[src/rtl/mult_pkg.sv]
// Shared definitions for the sequential multiplier and its execute-stage integration.
package mult_pkg;

    localparam int MULT_WIDTH  = 16;
    localparam int MULT_PROD_W = 2 * MULT_WIDTH;

    typedef enum logic [1:0] {
        IDLE = 2'd0,
        RUN  = 2'd1,
        DONE = 2'd2
    } mult_state_e;

endpackage

[src/rtl/seq_multiplier.sv]
// Unsigned shift-add multiplier, one multiplier bit per clock.
// Optional MULT_EARLY_EXIT_EN: leave RUN as soon as the remaining multiplier bits are all zero.
module seq_multiplier
    import mult_pkg::*;
#(
    parameter int WIDTH = MULT_WIDTH
) (
    input  logic                 clk,
    input  logic                 rst_n,
    input  logic                 start,
    input  logic [WIDTH-1:0]     a,
    input  logic [WIDTH-1:0]     b,
    output logic                 busy,
    output logic                 done,
    output logic [2*WIDTH-1:0]   p
);

    localparam int PW    = 2 * WIDTH;
    localparam int CNT_W = $clog2(WIDTH);

    mult_state_e        r_state;
    mult_state_e        w_state_next;
    logic [PW-1:0]      r_mcand;
    logic [WIDTH-1:0]   r_mplier;
    logic [PW-1:0]      r_acc;
    logic [CNT_W-1:0]   r_cnt;
    logic [PW-1:0]      r_p;

    logic [PW-1:0]      w_acc_next;
    logic [WIDTH-1:0]   w_mplier_next;
    logic               w_last;
    logic               w_busy;
    logic               w_done;

    // The multiplicand is pre-extended to PW bits, so the add can never carry out.
    assign w_acc_next    = r_mplier[0] ? (r_acc + r_mcand) : r_acc;
    assign w_mplier_next = r_mplier >> 1;

`ifdef MULT_EARLY_EXIT_EN
    assign w_last = (r_cnt == CNT_W'(WIDTH - 1)) || (w_mplier_next == '0);
`else
    assign w_last = (r_cnt == CNT_W'(WIDTH - 1));
`endif

    always_ff @(posedge clk or negedge rst_n) begin
        if (!rst_n) begin
            r_state <= IDLE;
        end else begin
            r_state <= w_state_next;
        end
    end

    always_comb begin
        w_state_next = r_state;
        w_busy       = 1'b0;
        w_done       = 1'b0;
        case (r_state)
            IDLE: begin
                if (start) begin
                    w_state_next = RUN;
                end
            end
            RUN: begin
                w_busy = 1'b1;
                if (w_last) begin
                    w_state_next = DONE;
                end
            end
            DONE: begin
                w_done       = 1'b1;
                w_state_next = IDLE;
            end
            default: begin
                w_state_next = IDLE;
            end
        endcase
    end

    // p is only written on the edge that leaves RUN, so it holds across later RUN phases.
    always_ff @(posedge clk or negedge rst_n) begin
        if (!rst_n) begin
            r_mcand  <= '0;
            r_mplier <= '0;
            r_acc    <= '0;
            r_cnt    <= '0;
            r_p      <= '0;
        end else begin
            case (r_state)
                IDLE: begin
                    if (start) begin
                        r_mcand  <= PW'(a);
                        r_mplier <= b;
                        r_acc    <= '0;
                        r_cnt    <= '0;
                    end
                end
                RUN: begin
                    r_acc    <= w_acc_next;
                    r_mcand  <= r_mcand << 1;
                    r_mplier <= w_mplier_next;
                    r_cnt    <= r_cnt + 1'b1;
                    if (w_last) begin
                        r_p <= w_acc_next;
                    end
                end
                default: begin
                end
            endcase
        end
    end

    assign busy = w_busy;
    assign done = w_done;
    assign p    = r_p;

endmodule
[config.mk]
export PLATFORM = sky130hd
export DESIGN_NAME = seq_multiplier
export DESIGN_NICKNAME = d
export VERILOG_FILES = /design/src/rtl/mult_pkg.sv /design/src/rtl/seq_multiplier.sv
export SDC_FILE = /design/constraint.sdc
export NUM_CORES = 1
export LEC_CHECK = 0
export ABC_AREA = 0
export BUFFER_PORTS_ARGS = -buffer_cell sky130_fd_sc_hd__buf_2
export CAP_MARGIN = 40
export CELL_PAD_IN_SITES_DETAIL_PLACEMENT = 1
export CELL_PAD_IN_SITES_GLOBAL_PLACEMENT = 2
export CORE_ASPECT_RATIO = 1.1
export CORE_MARGIN = 4
export CORE_UTILIZATION = 39
export CTS_BUF_LIST = sky130_fd_sc_hd__clkbuf_2 sky130_fd_sc_hd__clkbuf_4 sky130_fd_sc_hd__clkbuf_8
export DETAILED_ROUTE_END_ITERATION = 10
export PLACE_DENSITY_LB_ADDON = 0.1
export SYNTH_ARGS = -nofsm -noshare
export SYNTH_HDL_FRONTEND = slang
export SYNTH_SLANG_ARGS = --single-unit
[constraint.sdc]
create_clock -name clk -period 4.1 [get_ports clk]
set_clock_uncertainty 0.05 [all_clocks]
set_input_delay 0.41 -clock clk [delete_from_list [all_inputs] [get_ports clk]]
set_output_delay 0.41 -clock clk [all_outputs]
set_load 0.05 [all_outputs]
==> flow_summary.toml <==
[timing]
report.final.slew_viol_count = 0
layout_min_cycle_time_ps = 3330
relSlewSlack = 0.555
max_freq_mhz = 300
finalHoldViolCount = 0
setup_tns_ps = 0
whs_ps = 199
setup_viol = 0
timing.final.ws_setup_ps = 770
rsz0062_at_grt = "no"
tightest_slew_ps = 668
period_share = 0.812

[status]
status = "finished clean"

[global_routing]
grt_start_max_net_pins = 64
grt_util_all_layers = 0.210
grt_first_pass_wirelength_um = 32900
grt_pass1_vias = 6235
grt_antenna_before_repair = 0
grt_overflow = 0

[power_and_ir_drop]
total_power_mw = 6.10
powerDensity_nw_per_um2 = 786
peakVddDrop_v = 0.000287
p_leak_nw = 3.70

[routing]
drt-initial-drc-count = 277
wl_per_cell_um = 19.1
totalWireLength_um = 19400
viasPerCell = 5.59
route.detailed.drc = 0
vias = 5688
first_pass_iters = 5
ant_nets = 0

[cts]
path_clk_slew_ps = 70
cts_sinks = 118
numCtsBuffers = 17
clock_path_buffers = 2
clkLatencyLatePin_ps = 450
cts_tree = "yes"
h-tree-depth = 4
cts_root_buffer = "clkbuf_8"

[layout]
nNetsFinal = 838
diodes = 0
drive_gt1_frac = 0.161
finish.instance_area_um2 = 7760
num-fill-cells = 1963
layout-area-overhead-vs-synth_pct = 15.7
layout_common_cells = "dfrtp_1 (118), o21ai_0 (79), a21oi_1 (71)"
mostFrequentLayoutCell = "dfrtp_1"

[placed_design]
routabilityCongestion = 0.829
dp_hpwl_um = 13400
place_ws_ps = 771
postPlaceCellArea_um2 = 7320
io_buffers = 68

[critical_path]
path_cells = "ha_1 -> fa_1 -> a21o_1 -> a221oi_2 -> o31ai_1 -> o41a_1 -> a21oi_2 -> a21oi_2 -> a41oi_2 -> mux2i_1 -> nand2_1"
setup.worst_path.start_class = "register"
cp.required_ps = 4380
slowest_delay_ps = 480
arrival_ps = 3610
critPathKind = "register to register"
endpoint_kind = "register"
cp_max_fo = 5
cp_common_cell = "a21oi_2"
cp_slowest_cell = "a221oi_2"

[floorplanning]
dieArea_um2 = 19400
core_um2 = 17000
fp.dieW_um = 133
rows = 50
ios = 69
die_h_um = 146
initial_core_util = 0.396

[synthesis]
synth.cell_area_um2 = 6710
ys.flop_type = "dfrtp_1"
async_flop_share = 1.00
ys_ff_latch = 118
netlist_instances = 712
syn-num-nets = 780
yosysSeqAreaShare = 0.440
avgSynthCellArea_um2 = 9.42
synth_edf_count = 0
ys_types = 52
yosysWarnings = 0

[worst_hold_path]
hold_path_class = "input pin to register"

[run]
maxCapViolCount = 0
[layer usage]
layer	up-vias	track usage	routed length, µm
li1	2725	-	-
met3	18	0.0394	527
met5	-	0	0
met2	78	0.360	9810
met1	2867	0.269	8750
met4	0	0.0629	287
[logic make-up (layout without fill, tap and decap cells)]
| logic type | after synthesis | count (layout) | share of synthesized area |
|---|---|---|---|
| AND/OR/NAND/NOR | 183 | 183 | 0.135 |
| buffers and inverters | 52 | 123 | 0.0293 |
| flip-flops | 118 | 118 | 0.440 |
| XOR/XNOR | 25 | 25 | 0.0326 |
| AO/OA/AOI/OAI | 282 | 282 | 0.272 |
| multiplexers | 19 | 19 | 0.0284 |
| adder cells (fa/ha/maj) | 33 | 33 | 0.0627 |
[power breakdown]
| part | switching (mW) | internal, mW |
|---|---|---|
| clock | 0.477 | 0.683 |
| sequential | 0.380 | 1.60 |
| combinational | 1.94 | 1.02 |
[per-stage QoR]
stage	cells	util
after floorplan	712	-
after global placement	983	0.430
after detailed placement	984	0.432
after CTS	1017	0.458
after global routing	1017	0.458
final	1017	0.458
[synth_stat cells, types with 4 or more instances]
library cell / instances / area share
dfrtp_1: 118 / 0.44
o21ai_0: 79 / 0.059
a21oi_1: 71 / 0.053
nand2_1: 65 / 0.036
a22o_1: 40 / 0.052
clkbuf_1: 38 / 0.021
nor2b_1: 36 / 0.034
ha_1: 32 / 0.060
nor2_1: 30 / 0.017
a22oi_1: 29 / 0.032
mux2i_1: 19 / 0.028
a21o_1: 18 / 0.020
xnor2_1: 16 / 0.021
and3_1: 9 / 0.0084
nand3_1: 9 / 0.0067
xor2_1: 9 / 0.012
nor3_1: 8 / 0.0060
o21a_1: 8 / 0.0090
inv_1: 7 / 0.0039
buf_1: 5 / 0.0028
o21bai_1: 5 / 0.0056
a211oi_1: 4 / 0.0045
nand2b_1: 4 / 0.0037
o21ai_1: 4 / 0.0030
or2_2: 4 / 0.0037
[registers in the layout, indices dropped and copies added (netlist names)]
name,cells
r_cnt,4
p,32
r_acc,32
r_state,2
r_mplier,16
r_mcand,32
[critical path, delay by kind of cell, from the launching register on]
family	cells	cell delay [ps]
flops	1	420
fa+ha+maj	2	660
compound gates	7	1820
simple gates	1	60
mux	1	210
[final cells by class]
type,instances,area (µm²),area share
Multi-Input combinational cell,542,3560,0.459
Sequential cell,118,2950,0.381
Timing Repair Buffer,83,490,0.0632
Clock buffer,24,312,0.0402
Tap cell,234,293,0.0377
Clock inverter,8,120,0.0155
Inverter,8,30.0,0.00387
[final timing paths]
check	from	to	slack, ps	cells past startpoint
max	r_mcand[0]	p[28]	770	11
min	b[12]	r_mplier[12]	200	3
max reg2reg	r_mcand[0]	p[28]	770	11
min reg2reg	p[25]	p[25]	430	2
max in group asynchronous	rst_n	r_mcand[10]	3110	3
min in group asynchronous	rst_n	r_mcand[21]	300	2
[what timing repair did]
item                      CTS  global route
resized for setup           0             0
hold buffers                1             0
buffers inserted            0             0
hold endpoints to repair    9             0
No activity file was read; power rests on OpenSTA's default activity.
